### config.mk
export PLATFORM = sky130hd
export DESIGN_NAME = addsub_pipe
export DESIGN_NICKNAME = d
export VERILOG_FILES = /design/src/rtl/addsub_pipe.sv
export SDC_FILE = /design/constraint.sdc
export NUM_CORES = 1
export LEC_CHECK = 0
export ABC_AREA = 1
export CAP_MARGIN = 40
export CORE_MARGIN = 8
export CORE_UTILIZATION = 40
export DETAILED_ROUTE_END_ITERATION = 10
export PLACE_DENSITY = 0.69
export SYNTH_ARGS = -nofsm -noshare
export SYNTH_HDL_FRONTEND = slang
export SYNTH_SLANG_ARGS = --single-unit
### constraint.sdc
create_clock -name clk_i -period 5.9 [get_ports clk_i]
set_clock_uncertainty 0.1 [all_clocks]
set_input_delay 1.18 -clock clk_i [delete_from_list [all_inputs] [get_ports clk_i]]
set_output_delay 1.18 -clock clk_i [all_outputs]
set_load 0.1 [all_outputs]
### src/rtl/addsub_pipe.sv
// Pipelined add/subtract unit: carry-split slices, optional saturation, status flags,
// valid/ready on both sides with one global advance enable.
module addsub_pipe #(
    parameter int WIDTH  = 16,
    parameter int STAGES = 1,
    parameter int SAT    = 0
) (
    input  logic             clk_i,
    input  logic             rst_i,
    input  logic             in_valid_i,
    output logic             in_ready_o,
    input  logic [WIDTH-1:0] a_i,
    input  logic [WIDTH-1:0] b_i,
    input  logic             sub_i,
    input  logic             cin_i,
    output logic             out_valid_o,
    input  logic             out_ready_i,
    output logic [WIDTH-1:0] result_o,
    output logic             carry_o,
    output logic             ovf_o,
    output logic             zero_o,
    output logic             neg_o
);

    localparam int SW = WIDTH / STAGES;

    // One pipeline beat. In the last register c/ovf/zero/s hold the final flags and result.
    typedef struct packed {
        logic             sub;
        logic             a_msb;
        logic             b_msb;
        logic             c;
        logic             ovf;
        logic             zero;
        logic [WIDTH-1:0] a;
        logic [WIDTH-1:0] bx;
        logic [WIDTH-1:0] s;
    } beat_t;

    beat_t             pipe_q [STAGES];
    beat_t             pipe_d [STAGES];
    logic [STAGES-1:0] vld_q;
    logic [STAGES:0]   vld_chain;
    logic              adv;
    beat_t             in_beat;

    beat_t             cur;
    beat_t             fin;
    logic [SW:0]       psum;
    logic              fin_carry;
    logic              fin_ovf;
    logic [WIDTH-1:0]  fin_res;

    assign adv         = !vld_q[STAGES-1] || out_ready_i;
    assign in_ready_o  = adv;
    assign vld_chain   = {vld_q, in_valid_i};

    // Subtraction is folded into an add of ~B with inverted borrow as carry-in.
    always_comb begin
        // NOTE: every field gets a default first so no latch is inferred.
        in_beat       = '0;
        in_beat.sub   = sub_i;
        in_beat.a_msb = a_i[WIDTH-1];
        in_beat.b_msb = b_i[WIDTH-1];
        in_beat.c     = sub_i ? !cin_i : cin_i;
        in_beat.a     = a_i;
        in_beat.bx    = sub_i ? ~b_i : b_i;
    end

    always_comb begin
        // NOTE: cur is a blocking temporary; each iteration must see the previous stage's value.
        cur = in_beat;
        for (int k = 0; k < STAGES; k++) begin
            psum = {1'b0, cur.a[k*SW +: SW]} + {1'b0, cur.bx[k*SW +: SW]} + {{SW{1'b0}}, cur.c};
            pipe_d[k]                = cur;
            pipe_d[k].c              = psum[SW];
            pipe_d[k].s[k*SW +: SW]  = psum[SW-1:0];
            cur = pipe_q[k];
        end

        fin       = pipe_d[STAGES-1];
        fin_carry = fin.c ^ fin.sub;
        fin_ovf   = (fin.sub ? (fin.a_msb != fin.b_msb) : (fin.a_msb == fin.b_msb))
                    && (fin.s[WIDTH-1] != fin.a_msb);
        fin_res   = fin.s;
        // On signed overflow the true result always has the sign of A.
        if (SAT == 1 && fin_carry) begin
            fin_res = fin.sub ? '0 : '1;
        end else if (SAT == 2 && fin_ovf) begin
            fin_res = fin.a_msb ? {1'b1, {(WIDTH-1){1'b0}}} : {1'b0, {(WIDTH-1){1'b1}}};
        end

        pipe_d[STAGES-1].c    = fin_carry;
        pipe_d[STAGES-1].ovf  = fin_ovf;
        pipe_d[STAGES-1].s    = fin_res;
        pipe_d[STAGES-1].zero = (fin_res == '0);
    end

    always_ff @(posedge clk_i) begin
        if (rst_i) begin
            vld_q <= '0;
            // NOTE: data registers are cleared too so result and flags read 0 after reset.
            for (int k = 0; k < STAGES; k++) begin
                pipe_q[k] <= '0;
            end
        end else if (adv) begin
            vld_q <= vld_chain[STAGES-1:0];
            // Bubbles keep their stale data; only the valid bit moves.
            for (int k = 0; k < STAGES; k++) begin
                if (vld_chain[k]) begin
                    pipe_q[k] <= pipe_d[k];
                end
            end
        end
    end

    assign out_valid_o = vld_q[STAGES-1];
    assign result_o    = pipe_q[STAGES-1].s;
    assign carry_o     = pipe_q[STAGES-1].c;
    assign ovf_o       = pipe_q[STAGES-1].ovf;
    assign zero_o      = pipe_q[STAGES-1].zero;
    assign neg_o       = pipe_q[STAGES-1].s[WIDTH-1];

endmodule

### Word level (Yosys, flattened, before mapping)

Memory sizes are Yosys's and may differ from the RTL's.
Cells that the tools add are included.

* bits in writable memories: 54
* output and inout port bits: 22
* logic and storage cells: 26
* memories kept: 1
* input bits: 38
* bits in registers: 1

* eq/ne operators: 3
* add/subtract/negate cells: 2
* reduce and logical (&&, ||, !) cells: 6
* mux-type cells: 11
* bitwise logic cells: 2

Memory list
* pipe_q: words 1, bits a word 54, read ports 1, clocked after memory_dff 0, wr ports 1, RTL line 40 `beat_t pipe_q [STAGES];`

Operator list (number)
* 54-bit 2-to-1 mux: 1
* 54-bit OR reduction: 1
* 16-bit by 16-bit adder with 17-bit output: 1
* 17-bit by 1-bit adder with 17-bit output: 1
* 16-bit zero test: 1
* 16-bit 2-to-1 mux: 1
* 16-bit inverter: 1
* 1-bit 2-to-1 mux: 9
* 1-bit zero test: 2
* 1-bit != test: 2
* 1-bit == test: 1
* 1-bit logical AND: 1
* 1-bit logical OR: 1
* 1-bit XOR: 1

### Logic depth before layout (Yosys ltp)

Gate-level depths: netlist of run 1.

* depth after elaboration: 7
* depth in mapped cells: 18
* gate-level depth less buffers: 16

### Worst setup path before layout of run 1

Ideal clock, no wire load.

* kind: input to register
* from: input sub_i
* to: memory pipe_q[0][48] in the netlist's numbering, data pin
* setup slack: 2.279 ns
* required time: 5.543 ns
* arrival: 3.264 ns
* path buffers: 2
* stages on the path: 15
* cell sequence: buf_2 > buf_2 > xnor2_1 > fa_1 > inv_1 > fa_1 > nand2_4 > nand2_2 > nand3_2 > nand2_2 > nand2_2 > nand2_2 > a21oi_2 > xor2_1 > nor2_2

* word-level cells in the longest chain between the ends: 5
* elaborated cells between the ends (all ways): 6

Ends and longest elaborated chain
* from (decl): RTL line 14 `input logic sub_i,`
* 16-bit 2-to-1 mux: RTL line 67 `in_beat.bx = sub_i ? ~b_i : b_i;`
* 16-bit by 16-bit adder with 17-bit output: RTL line 74 `psum = {1'b0, cur.a[k*SW +: SW]} + {1'b0, cur.bx[k*SW +: SW]} + {{SW{1'b0}}, cur.c};`
* 17-bit by 1-bit adder with 17-bit output *: RTL line 74
* 16-bit zero test *: RTL line 96 `pipe_d[STAGES-1].zero = (fin_res == '0);`
* 54-bit 2-to-1 mux (no line) *
* to (decl): RTL line 40

Mark *: on every way between the ends. The rest lies on a longest branch, timed or not.

==> flow_summary_export.csv, run 1 <==
group,metric,value,unit
setup_path,path_cells,"clkdlybuf4s50_1 > xnor2_1 > fa_1 > inv_1 > fa_1 > nor2_1 > nand2_1 > nor2_1 > nand3_1 > nor2_1 > nand3_1 > nor2_1 > nand2_1 > nor2_2",
detailed_routing,first_pass_iters,4,
setup_path,crit_top_cell,"nor2_1",
setup_path,worst_setup_path_end_kind,"flip-flop",
pwr,total_power,0.0007026,W
global_route,overflow,0,
floorplan,rows,26,
placed_design,gp_congestion,0.8154,
setup_path,cp.buffers_inverters,2,
setup_path,crit_arrival,3.82,ns
detailed_routing,ant_nets,0,
yosys,synth_cell_types,33,
cells_and_area,final_cell_area,3114,um^2
placed_design,io_buffers,59,
sta,slew_headroom,71.79,%
cts,cts_tree,"built",
global_route,grt_usage,12.68,%
sta,layout_min_cycle_time,3.804,ns
sta,finalSetupTns,0,ns
cts,clk_path_buf_depth,2,
sta,rsz0062_at_grt,"no",
sta,maxSlewViolCount,0,
floorplan,io_pins,60,
pwr,p_leak,1.496,nW
setup_path,r2r-start,"out_valid_o",
cells_and_area,area_delta_synth_final,50.21,%
yosys,synthAdderAreaFrac,10.98,%
yosys,synth_xor_area_share,8.449,%
cts,ctsHoldBuffers,0,
yosys,syn_avg_cell_area,7.300,um^2
sta,timing.final.ws_setup,2.096,ns
yosys,synth_top_area_share,27.52,%
global_route,antenna_found_initial,0,
detailed_routing,remaining_drc_errors,0,
cts,path_clk_slew,0.07,ns
sta,fin_crit_sh,64.48,%
setup_path,cp.required,5.92,ns
sta,hold_violations,0,
placed_design,hpwlAfterDp,4269,um
yosys,synth.area.mux_share,0,%
setup_path,critical_path.top_delay_family,"adder cells",
outcome,status,"finished, final reports clean",
sta,tightest_slew,0.4232,ns
yosys,synth_top_family_by_area,"simple AND/OR/NAND/NOR gates",
yosys,yosys_register_bits,20,
run,drv_cap,0,
setup_path,start_kind,"input pin",
cts,clockRootBuffer,"clkbuf_8",
setup_path,r2r_cells,9,
detailed_routing,wl,4746,um
detailed_routing,wl_per_cell,10.91,um
floorplan,start_util,41.12,%
setup_path,critPathMaxFanout,7,
setup_path,cp_slowest_stage_delay,0.69,ns
worst_hold_path,whs_path_depth,2,
setup_path,slowest_stage,"clkdlybuf4s50_1",
placed_design,pre_cts_slack,1.811,ns
setup_path,reg2reg_to,"pipe_q[0][48]",
setup_path,path_class,"input pin to flip-flop",
cells_and_area,num_antenna_cells,0,
sta,finalSetupViolations,0,
detailed_routing,drt_iter0_markers,64,
yosys,synth-compound-area-share,7.966,%
global_route,grt_max_degree,20,
cts,cts_num_sinks,20,
global_route,grt_pass1_vias,1939,
worst_hold_path,hold_start,"out_valid_o",
detailed_routing,viasPerCell,4.531,
floorplan,die_y,88.00,um
cells_and_area,finalNetCount,421,
worst_hold_path,hold_end,"out_valid_o",
setup_path,reg2reg_slack,4.17,ns
global_route,grt_pass1_wl,8059,um
floorplan,dieWidth,88.00,um
pwr,p_per_area,225.6,nW/um^2
yosys,syn-cell-area,2073,um^2
cts,clk_latency,0.25,ns
yosys,yosysTopAreaCell,"edfxtp_1",
yosys,ys_top_cells_by_area,"edfxtp_1 (28%), nand2_1 (13%), ha_1 (9.1%)",
floorplan,die_area,7743,um^2
yosys,ys_seq_area_share,28.49,%
cells_and_area,layout-drive-gt1-share,17.81,%
sta,fmax,262.9,MHz
yosys,synthSimpleGateAreaFrac,33.86,%
pwr,ir_drop,0.1022,mV
yosys,syn-num-nets,339,
worst_hold_path,hold_path.class,"flip-flop to flip-flop",
detailed_routing,vias,1971,
cts,cts_resized,0,
placed_design,place_area,3069,um^2
cts,post_cts_buffers,0,
yosys,ys_warn_count,0,
floorplan,core,5042,um^2
cts,h-tree-depth,1,
cts,cts_made_buffers,3,
yosys,syn_inst,284,
worst register-to-register path, cell delays in order, from the launching register on:
cell     delay (ns)
dfxtp_1        0.32
a21oi_1        0.24
nand2_2        0.26
nor2_1         0.16
nand3_1        0.08
nor2_1         0.11
nand3_1        0.08
nor2_1         0.10
nand2_1        0.06
nor2_2         0.09
routing by layer:
layer	global-route usage, %	routed length (um)	vias up
met5	0	0	-
met1	15.63	2161	869
li1	-	-	1052
met3	1.032	220	4
met4	5.156	63	0
met2	22.02	2301	46
power by group:
part / total (W) / internal [W] / leakage [nW] / switching [W]
clock network: 0.0000879 / 0.0000479 / 0.0228 / 0.0000400
logic: 0.000438 / 0.000164 / 1.26 / 0.000273
registers: 0.000177 / 0.000173 / 0.216 / 0.00000404
total: 0.000703 / 0.000385 / 1.50 / 0.000317
through the flow:
stage	utilization [%]	hold WS [ns]	instances
2_1_floorplan	-	1.149	284
3_3_place_gp	54.07	0.3881	409
3_5_place_dp	60.87	0.3954	431
4_1_cts	61.76	0.4056	435
5_1_grt	61.76	0.4336	435
6_report	61.76	0.4029	435
cell type report:
class	instances	area (um^2)
fillers	449	1928
multi-input cells	211	1270
repair buffers	82	940.9
flip-flops and latches	20	590.6
inverters	48	180.2
well taps	70	87.58
clock buffers	4	45.04
Yosys cell counts (all sizes together):
master  instances
a21boi          1
nand2          89
edfxtp         19
nor3b           1
xnor2           5
nor3            1
dfxtp           1
inv            48
nor2           32
xor2           15
buf             4
ha             15
o21bai          1
o31ai           1
and2            3
nand4           2
or2             1
fa              2
nand3b          2
nand3          19
clkbuf          1
o21ai           3
a21oi          18
state kept, by name (all words and copies together), names as in the netlist:
name,flops
pipe_q,19
out_valid_o,1
cell families (layout without fill, tap and decap cells):
group	after synthesis	in the layout
AND/OR/NAND/NOR	150	150
buffers and inverters	53	134
AO/OA/AOI/OAI	24	24
XOR/XNOR	20	20
flip-flops	20	20
adder cells (fa/ha/maj)	17	17
worst max-delay path by stage:
stage | from | to | slack, ns | cells after the start
after floorplan | sub_i | pipe_q[0][48] | 2.28 | 15
final | sub_i | pipe_q[0][48] | 2.10 | 14
after global placement | out_ready_i | in_ready_o | 1.74 | 4
after detailed placement | sub_i | pipe_q[0][48] | 1.81 | 14
after CTS | sub_i | pipe_q[0][48] | 2.08 | 14
after global routing | sub_i | pipe_q[0][49] | 1.80 | 14
placed cells by master, fill, tap and decap left out, drive strengths merged, types with 2 or more instances in the layout:
cell           instances
nand3b                 2
xnor2                  5
nand2                 89
fa                     2
nand4                  2
ha                    15
nor2                  32
a21oi                 18
clkbuf                 4
inv                   48
edfxtp                19
xor2                  15
o21ai                  3
and2                   3
buf                   23
clkdlybuf4s50         59
nand3                 19
Note: power is estimated with default switching activity, not from simulation.
==> run 2, diff against run 1 <==
- PLACE_DENSITY: 0.69 -> 0.72
- clock period: 5.9 -> 3.45 ns (I/O delays scaled with it)
==> flow_summary_export.csv, run 2 (synthesized netlist as in run 1, its figures left out) <==
group,metric,value,unit
sta,tightest_slew,0.4104,ns
outcome,status,"finished, final reports clean",
cts,clk_latency,0.25,ns
sta,layout_min_cycle_time,3.116,ns
global_route,grt_pass1_vias,1659,
floorplan,rows,26,
floorplan,dieWidth,88.00,um
detailed_routing,drt_iter0_markers,53,
placed_design,io_buffers,59,
detailed_routing,met1_length,2152,um
global_route,grt_max_degree,20,
sta,fmax,320.9,MHz
cts,path_clk_slew,0.06,ns
cts,post_cts_buffers,0,
cells_and_area,num_antenna_cells,0,
floorplan,die_y,88.00,um
placed_design,dp_cells,413,
cells_and_area,n_fill_cell,472,
setup_path,r2r-start,"out_valid_o",
global_route,antenna_found_initial,0,
pwr,ir_drop,0.1579,mV
placed_design,hpwlAfterDp,3892,um
setup_path,cp_slowest_stage_delay,0.49,ns
sta,maxSlewViolCount,0,
floorplan,start_util,41.12,%
sta,hold_violations,0,
detailed_routing,ant_nets,0,
global_route,grt_usage,11.12,%
worst_hold_path,hold_start,"out_valid_o",
cells_and_area,instances_no_fill,417,
placed_design,place_area,2701,um^2
detailed_routing,met2_length,1865,um
detailed_routing,top_layer_used,"met4",
pwr,pwr-share-clk,13.2,%
cells_and_area,largest_reg_flops,19,
pwr,p_sw_share,47.30,%
sta,slew_headroom,72.64,%
setup_path,worst_setup_path_end_kind,"flip-flop",
setup_path,path_class,"input pin to flip-flop",
worst_hold_path,hold_path.class,"flip-flop to flip-flop",
pwr,p_int,0.0005813,W
floorplan,io_pins,60,
cells_and_area,finalNetCount,403,
detailed_routing,wl_per_cell,10.44,um
setup_path,crit_top_cell,"nand2_2",
pwr,p_per_area,401.7,nW/um^2
cts,clk_path_buf_depth,2,
sta,rsz0062_at_grt,"no",
floorplan,core,5042,um^2
global_route,overflow,0,
sta,finalSetupViolations,0,
cells_and_area,layout_common_cells,"nand2_1 (70), inv_1 (45), clkdlybuf4s50_1 (37)",
cells_and_area,top_register,"pipe_q",
cells_and_area,final_cell_area,2746,um^2
detailed_routing,viasPerCell,4.415,
sta,fin_hold_ws,0.4078,ns
setup_path,start_kind,"input pin",
setup_path,slowest_stage,"clkdlybuf4s50_1",
pwr,switching_power,0.0005218,W
sta,finalSetupTns,0,ns
cells_and_area,regArea,590.6,um^2
pwr,combPwrFrac,59.5,%
global_route,grt_pass1_wl,7038,um
setup_path,crit_arrival,3.02,ns
pwr,p_leak,1.379,nW
setup_path,startpoint,"sub_i",
cts,h-tree-depth,1,
pwr,seq_power_share,27.3,%
cells_and_area,area_delta_synth_final,32.47,%
setup_path,cp.required,3.35,ns
cts,cts_num_sinks,20,
cells_and_area,multiInputGateArea,1270,um^2
setup_path,path_cells,"clkdlybuf4s50_1 > xnor2_1 > fa_1 > inv_1 > fa_1 > nand2_4 > nand2_2 > nand3_2 > nand2_2 > nand2_2 > nand2_2 > a21oi_2 > xor2_1 > nor2_2",
cells_and_area,layout-drive-gt1-share,19.88,%
detailed_routing,first_pass_iters,4,
setup_path,critPathMaxFanout,4,
cts,ctsHoldBuffers,0,
detailed_routing,remaining_drc_errors,0,
detailed_routing,wl_met3,272,um
cts,cts_made_buffers,3,
placed_design,gp_congestion,0.8632,
pwr,total_power,0.001103,W
cts,cts_resized,0,
cells_and_area,final_common_cell,"nand2_1",
detailed_routing,vias,1841,
cts,clockRootBuffer,"clkbuf_8",
cts,cts_tree,"built",
sta,fin_crit_sh,90.32,%
run,drv_cap,0,
floorplan,die_area,7743,um^2
detailed_routing,wl,4354,um
## run 2: changes by cell type in the layout (fill, tap and decap cells not counted), sizes merged
cell	before	now
clkbuf	4	3
clkinv	0	1
clkdlybuf4s50	59	37
buf	23	27
## run 2: final cells by class
cell class | count | share of cell area (%)
Clock inverter | 1 | 0.1367
Clock buffer | 3 | 1.503
Timing Repair Buffer | 64 | 20.87
Sequential cell | 20 | 21.50
Multi-Input combinational cell | 211 | 46.24
Inverter | 48 | 6.560
Tap cell | 70 | 3.189
## run 2: critical path, delay by kind of cell
family	cells	cell delay (ns)
adder cells (fa/ha/maj)	2	0.66
AND/OR/NAND/NOR	7	0.49
AO/OA/AOI/OAI	1	0.13
buffers and inverters	2	0.55
XOR/XNOR	2	0.51
## run 2: stage by stage
step	utilization, %	setup WS [ns]
2_1_floorplan	-	0.3192
3_5_place_dp	53.57	0.02913
6_report	54.47	0.3341
4_1_cts	54.47	0.3000
5_1_grt	54.47	0.1177
3_3_place_gp	53.57	0.04239
## run 2: final timing paths
kind | to | slack (ns) | depth (start not counted)
max | pipe_q[0][48] | 0.33 | 14
max reg2reg | pipe_q[0][48] | 1.78 | 9
min reg2reg | out_valid_o | 0.41 | 2
min | out_valid_o | 0.41 | 2
## run 2: per-layer routing
layer,track usage [%],vias up
met5,0,-
met4,4.688,0
met3,1.313,5
met2,17.10,50
met1,15.18,773
li1,-,1013
## run 2: power by group through the flow
stage	clock network, W	registers [W]	logic, W
3_3_place_gp	0	0.000307	0.000653
2_1_floorplan	0	0.000490	0.000324
4_1_cts	0.000149	0.000302	0.000660
5_1_grt	0.000163	0.000304	0.000712
3_5_place_dp	0	0.000307	0.000658
6_report	0.000145	0.000302	0.000656
